### src/rtl/mem_arbiter.sv
// rtl/mem_arbiter.sv - two-port arbiter in front of a single-port synchronous RAM
//
// Purpose:
//   Serialises accesses from two requesters onto one single-port synchronous
//   RAM. Each transaction takes exactly three cycles: IDLE (arbitrate and
//   register the winner's command), ACCESS (RAM sees the command and write
//   enable), and COMPLETE (owner gets a one-cycle ack, rdata = RAM output).
//
// Configuration:
//   MEM_ARB_RR_EN defined   : round-robin on contention; the port not granted
//                             last wins. The last-grant register resets to
//                             port 1, so port 0 wins the first contention.
//   MEM_ARB_RR_EN undefined : fixed priority, port 0 always wins contention.
//
// Ports:
//   clk, reset             single clock, synchronous active-high reset
//   req0/req1              request, held high until the matching ack
//   we0/we1                1 = write, 0 = read; stable while req is high
//   addr0/addr1            word address; stable while req is high
//   wdata0/wdata1          write data; stable while req is high
//   gnt0/gnt1              port owns the memory (ACCESS and COMPLETE)
//   ack0/ack1              one-cycle completion pulse to the owner
//   rdata                  read data, meaningful only while an ack is high
//   mem_addr/mem_din       registered RAM address / write data
//   mem_write              registered RAM write enable (ACCESS only)
//   mem_dout               RAM read data, valid one edge after mem_addr
//   busy                   high whenever the FSM is not in IDLE

module mem_arbiter #(
   parameter int unsigned ADDR_W = 8,
   parameter int unsigned DATA_W = 16
) (
   input  logic              clk,
   input  logic              reset,
   input  logic              req0,
   input  logic              req1,
   input  logic              we0,
   input  logic              we1,
   input  logic [ADDR_W-1:0] addr0,
   input  logic [ADDR_W-1:0] addr1,
   input  logic [DATA_W-1:0] wdata0,
   input  logic [DATA_W-1:0] wdata1,
   output logic              gnt0,
   output logic              gnt1,
   output logic              ack0,
   output logic              ack1,
   output logic [DATA_W-1:0] rdata,
   output logic [ADDR_W-1:0] mem_addr,
   output logic [DATA_W-1:0] mem_din,
   output logic              mem_write,
   input  logic [DATA_W-1:0] mem_dout,
   output logic              busy
);

   typedef enum logic [1:0] {
      ST_IDLE     = 2'd0,
      ST_ACCESS   = 2'd1,
      ST_COMPLETE = 2'd2
   } state_t;

   state_t              state_q,     state_d;
   logic                owner_q,     owner_d;     // 0 = port 0, 1 = port 1
   logic [ADDR_W-1:0]   mem_addr_q,  mem_addr_d;
   logic [DATA_W-1:0]   mem_din_q,   mem_din_d;
   logic                mem_write_q, mem_write_d;
   logic                win_port;

`ifdef MEM_ARB_RR_EN
   logic                last_q,      last_d;      // port granted most recently

   // Contention goes to the port that did not win last time.
   always_comb begin
      win_port = 1'b0;
      if (req0 && req1) begin
         win_port = ~last_q;
      end else begin
         win_port = ~req0;
      end
   end
`else
   // Port 0 wins whenever it is requesting; port 1 only when port 0 is quiet.
   always_comb begin
      win_port = ~req0;
   end
`endif

   always_comb begin
      state_d     = state_q;
      owner_d     = owner_q;
      mem_addr_d  = mem_addr_q;
      mem_din_d   = mem_din_q;
      // Write enable is only ever high for the single ACCESS cycle.
      mem_write_d = 1'b0;
`ifdef MEM_ARB_RR_EN
      last_d      = last_q;
`endif
      case (state_q)
         ST_IDLE: begin
            if (req0 || req1) begin
               owner_d     = win_port;
               mem_addr_d  = win_port ? addr1  : addr0;
               mem_din_d   = win_port ? wdata1 : wdata0;
               mem_write_d = win_port ? we1    : we0;
`ifdef MEM_ARB_RR_EN
               last_d      = win_port;
`endif
               state_d     = ST_ACCESS;
            end
         end
         ST_ACCESS: begin
            state_d = ST_COMPLETE;
         end
         ST_COMPLETE: begin
            // Requests are not sampled here; a held req starts a new
            // transaction from the following IDLE cycle.
            state_d = ST_IDLE;
         end
         default: begin
            state_d = ST_IDLE;
         end
      endcase
   end

   always_ff @(posedge clk) begin
      if (reset) begin
         state_q     <= ST_IDLE;
         owner_q     <= 1'b0;
         mem_addr_q  <= '0;
         mem_din_q   <= '0;
         mem_write_q <= 1'b0;
`ifdef MEM_ARB_RR_EN
         last_q      <= 1'b1;
`endif
      end else begin
         state_q     <= state_d;
         owner_q     <= owner_d;
         mem_addr_q  <= mem_addr_d;
         mem_din_q   <= mem_din_d;
         mem_write_q <= mem_write_d;
`ifdef MEM_ARB_RR_EN
         last_q      <= last_d;
`endif
      end
   end

   logic owned;
   logic completing;

   assign owned      = (state_q != ST_IDLE);
   assign completing = (state_q == ST_COMPLETE);

   assign gnt0      = owned & ~owner_q;
   assign gnt1      = owned &  owner_q;
   assign ack0      = completing & ~owner_q;
   assign ack1      = completing &  owner_q;
   assign busy      = owned;
   // RAM output is valid in COMPLETE because the address was presented in ACCESS.
   assign rdata     = mem_dout;
   assign mem_addr  = mem_addr_q;
   assign mem_din   = mem_din_q;
   assign mem_write = mem_write_q;

endmodule
### config.mk
export PLATFORM = sky130hd
export DESIGN_NAME = mem_arbiter
export DESIGN_NICKNAME = d
export VERILOG_FILES = /design/src/rtl/mem_arbiter.sv
export SDC_FILE = /design/constraint.sdc
export NUM_CORES = 1
export LEC_CHECK = 0
export CORE_MARGIN = 2
export CORE_UTILIZATION = 34
export DETAILED_ROUTE_END_ITERATION = 7
export PLACE_DENSITY = 0.87
export SLEW_MARGIN = 0
export SYNTH_ARGS = -nofsm -noshare
export SYNTH_HDL_FRONTEND = slang
export SYNTH_SLANG_ARGS = --single-unit
### constraint.sdc
create_clock -name clk -period 1.6 [get_ports clk]
set_input_delay 0.24 -clock clk [delete_from_list [all_inputs] [get_ports clk]]
set_output_delay 0.24 -clock clk [all_outputs]
set_load 0.02 [all_outputs]
Word-level counts from Yosys, hierarchy flattened:

Cells that the tools add are included.

* register bits after elaboration: 28
* input bits: 70
* output and inout bits: 46
* word-level logic and storage cells: 26

* equality and inequality tests: 3
* mux-type cells: 5
* bitwise gates (word level): 8
* reductions and logical operators: 5

Operators with widths (count)
* 16-bit two-way mux: 1
* 8-bit two-way mux: 1
* 1-bit bitwise AND: 4
* 1-bit NOT: 4
* 2-bit one-hot mux with 2 select lines: 1
* 3-bit OR reduction: 1
* 2-bit by 1-bit == test with 1-bit output, second input constant: 1
* 2-bit == test, second input constant: 1
* 2-bit logical NOT: 1
* 2-bit two-way mux: 1
* 2-bit inequality test, second input constant: 1
* 2-bit AND reduction: 1
* 2-bit nonzero test: 1
* 1-bit logical OR: 1
* 1-bit two-way mux: 1

Logic depth before layout (Yosys ltp):

* depth after elaboration: 3
* mapped depth: 7

Worst setup path before layout:

No wires, ideal clock.

* kind: input to register
* from: input port req0
* to: register mem_addr_q[0], in the netlist mem_addr[0]
* setup time: 81 ps
* arrival: 1268 ps
* data required time: 1519 ps
* path slack: 251 ps
* stages: 7
* cell sequence: buf_6 > or2_1 > buf_6 > and2_4 > buf_6 > buf_6 > a211oi_2

* word-level cells in the longest chain between the ends: 2

Ends and longest elaborated chain
* start: declaration: RTL line 35 `input logic req0,`
* 1-bit logical OR: RTL line 99 `if (req0 || req1) begin`
* 2-bit AND reduction (no source line)
* end signal: assignment: RTL line 137 `mem_addr_q <= mem_addr_d;`
* end: declaration: RTL line 63 `logic [ADDR_W-1:0] mem_addr_q, mem_addr_d;`

Several ways; a longest one is shown, not always the timed one.
A chain may end at the register's enable or synchronous reset.

Worst setup path in the final report:

* from: register mem_din_q[1], in the netlist mem_din[1]
* to: output port mem_din[1]

RTL lines
* start: declaration: RTL line 64 `logic [DATA_W-1:0] mem_din_q, mem_din_d;`
* start signal: assignment: RTL line 138 `mem_din_q <= mem_din_d;`
* end: declaration: RTL line 49 `output logic [DATA_W-1:0] mem_din,`

No word-level cell between the ends.

==> impl_metrics.env <==
export IMPL_status="finished, final reports clean"
export IMPL_slowest_stage="clkdlybuf4s50_1"
export IMPL_rsz0062_at_grt="no"
export IMPL_fin_util_pct=53.4
export IMPL_place_inst=257
export IMPL_max_cap_viol_count=0
export IMPL_vias=1328
export IMPL_cts_inserted_buffers=3
export IMPL_p_per_area_nw_per_um2=846
export IMPL_crit_path_start_kind="flip-flop"
export IMPL_path_buf_inv=1
export IMPL_postCtsSetupBuffers=0
export IMPL_grt_pass1_wl_mm=5.91
export IMPL_synth_cells=146
export IMPL_routed_wl_mm=3.89
export IMPL_fmax_ghz=0.677
export IMPL_endpoint_kind="output port"
export IMPL_layout_commonest_cell="clkdlybuf4s50_1"
export IMPL_drv_slew=0
export IMPL_cts_root_buf="clkbuf_8"
export IMPL_tns_ns=0
export IMPL_ys_warn_count=0
export IMPL_dieArea_sq_um=4990
export IMPL_ir_drop_mv=0.363
export IMPL_syn_nets=216
export IMPL_critPathMaxFanout=2
export IMPL_netlist_area_sq_um=1510
export IMPL_drt_first_pass_iters=2
export IMPL_antenna_cells=0
export IMPL_layout_drive_gt1_share_pct=16.7
export IMPL_drc=0
export IMPL_slew_headroom_pct=86.1
export IMPL_critPathRequiredTime_ns=1.36
export IMPL_area_delta_synth_final_pct=52.9
export IMPL_port_buffer_count=83
export IMPL_fin_crit_ns=1.48
export IMPL_cts_clk_slew_worst_paths_ns=0.09
export IMPL_cts_tree="yes"
export IMPL_hold_path_class="primary input to flip-flop"
export IMPL_gp_congestion=0.691
export IMPL_grt_antenna_before_repair=0
export IMPL_dp_slack_ns=0.0503
export IMPL_crit_family="buffers and inverters"
export IMPL_num_fill_cells=405
export IMPL_worstPathArrival_ns=1.24
export IMPL_wl_per_cell_microns=14.8
export IMPL_finalHoldViolCount=0
export IMPL_grt_max_degree=29
export IMPL_final_cell_mix="77 x clkdlybuf4s50_1, 28 x dfxtp_1, 25 x mux2i_1, 25 x a21oi_1, 20 x a211oi_2"
export IMPL_tightestPinTransition_ns=0.202
export IMPL_core_area_sq_um=4320
export IMPL_start_util_pct=34.9
export IMPL_grt_ovfl_total=0
export IMPL_fin_ws_ns=0.124
export IMPL_grt_pass1_vias=1276
export IMPL_dpl_hpwl_mm=2.87
export IMPL_cts_buffer_depth=2
export IMPL_vias_per_cell=5.07
export IMPL_avgSynthCellArea_sq_um=10.3
export IMPL_layout_cells_non_filler=262
export IMPL_rows=24
export IMPL_grtUsageTotal_pct=14.5
export IMPL_drt_iter0_markers=34
export IMPL_fin_crit_sh_pct=92.3
export IMPL_postRouteAntennaNets=0
export IMPL_clk_latency_ns=0.27
export IMPL_cts_sinks=28
export IMPL_fin_nets=281
export IMPL_fp_dieH_microns=70.6
export IMPL_critPathKind="flip-flop to output port"
export IMPL_dieWidth_microns=70.6
export IMPL_setup_viol=0
export IMPL_ys_types=18
export IMPL_top_level_ports=116
export IMPL_max_stage_delay_ns=0.61
export IMPL_crit_chain="clkdlybuf4s50_1"
export IMPL_seq_area_frac_synth_pct=37.1
export IMPL_htree_levels=1
export IMPL_skew_ns=0.00104
export IMPL_ys_ff_latch=28
export IMPL_p_leak_uw=0.000910
-- final cells by class --
cell class,count,area (sq um),share of cell area (%)
repair buffers,90,885,38.3
multi-input cells,87,739,32.0
flip-flops and latches,28,561,24.3
well taps,52,65.1,2.82
clock buffers,4,55.1,2.38
inverters,1,3.75,0.163
-- cells in the mapped netlist --
cell type	count	share of area, %
buf_4	16	8.0
nor2b_1	1	0.41
nor3b_1	2	0.99
nand2_1	1	0.25
and3b_1	1	0.58
a21oi_1	25	8.3
dfxtp_1	28	37
mux2i_1	25	17
nor2_1	3	0.75
a211oi_2	20	17
nor3_1	1	0.33
and2_4	1	0.58
inv_1	1	0.25
clkbuf_1	7	1.7
buf_6	5	3.7
a211oi_1	5	2.5
buf_2	3	0.99
or2_1	1	0.41
-- stage by stage --
stage               total power (uW)  instance area [sq um]  hold WS [ns]
finish                          1950                   2310         0.474
global route                    2060                   2310         0.480
CTS                             1980                   2300         0.471
detailed placement              1540                   2250         0.469
global placement                1530                   2250         0.459
floorplan                       1270                   1510         0.428
-- cells by family after synthesis --
family,Yosys count,synth area share [%]
buffers and inverters,32,14.7
DFF,28,37.1
AOI/OAI and AO/OA,50,27.3
and+or+nand+nor,11,4.31
muxes,25,16.6
-- sequential cells by signal (all words and copies together) (netlist names) --
signal,flops
owner_q,1
mem_addr,8
state_q,2
mem_din,16
mem_write,1
-- per-layer routing --
metal	track usage [%]	up-vias	share of wire, %	wire length [microns]
met4	4.19	0	1.1	44
met1	17.2	609	39	1530
li1	-	649	-	-
met5	0	-	0	0
met3	4.99	6	11	413
met2	25.1	64	49	1890
-- final timing paths --
check / startpoint / end / slack [ns] / cells past startpoint
min: req0 / owner_q / 0.47 / 3
max: mem_din[1] / mem_din[1] / 0.12 / 1
min reg2reg: state_q[1] / state_q[1] / 0.48 / 1
max reg2reg: state_q[1] / mem_din[6] / 0.25 / 4
-- what timing repair did --
item / CTS / global route
endpoints found under the setup margin: 5 / 23
gates resized for setup: 5 / 1
pin swaps: 0 / 1
hold buffers: 0 / 0
gates cloned: 0 / 1
endpoints found under the hold margin: 0 / 0
-- power breakdown --
group | switching [uW] | internal [uW]
Combinational | 333 | 373
Sequential | 43.3 | 774
Clock | 210 | 220
Total | 586 | 1370
No activity file was read; power rests on OpenSTA's default activity.
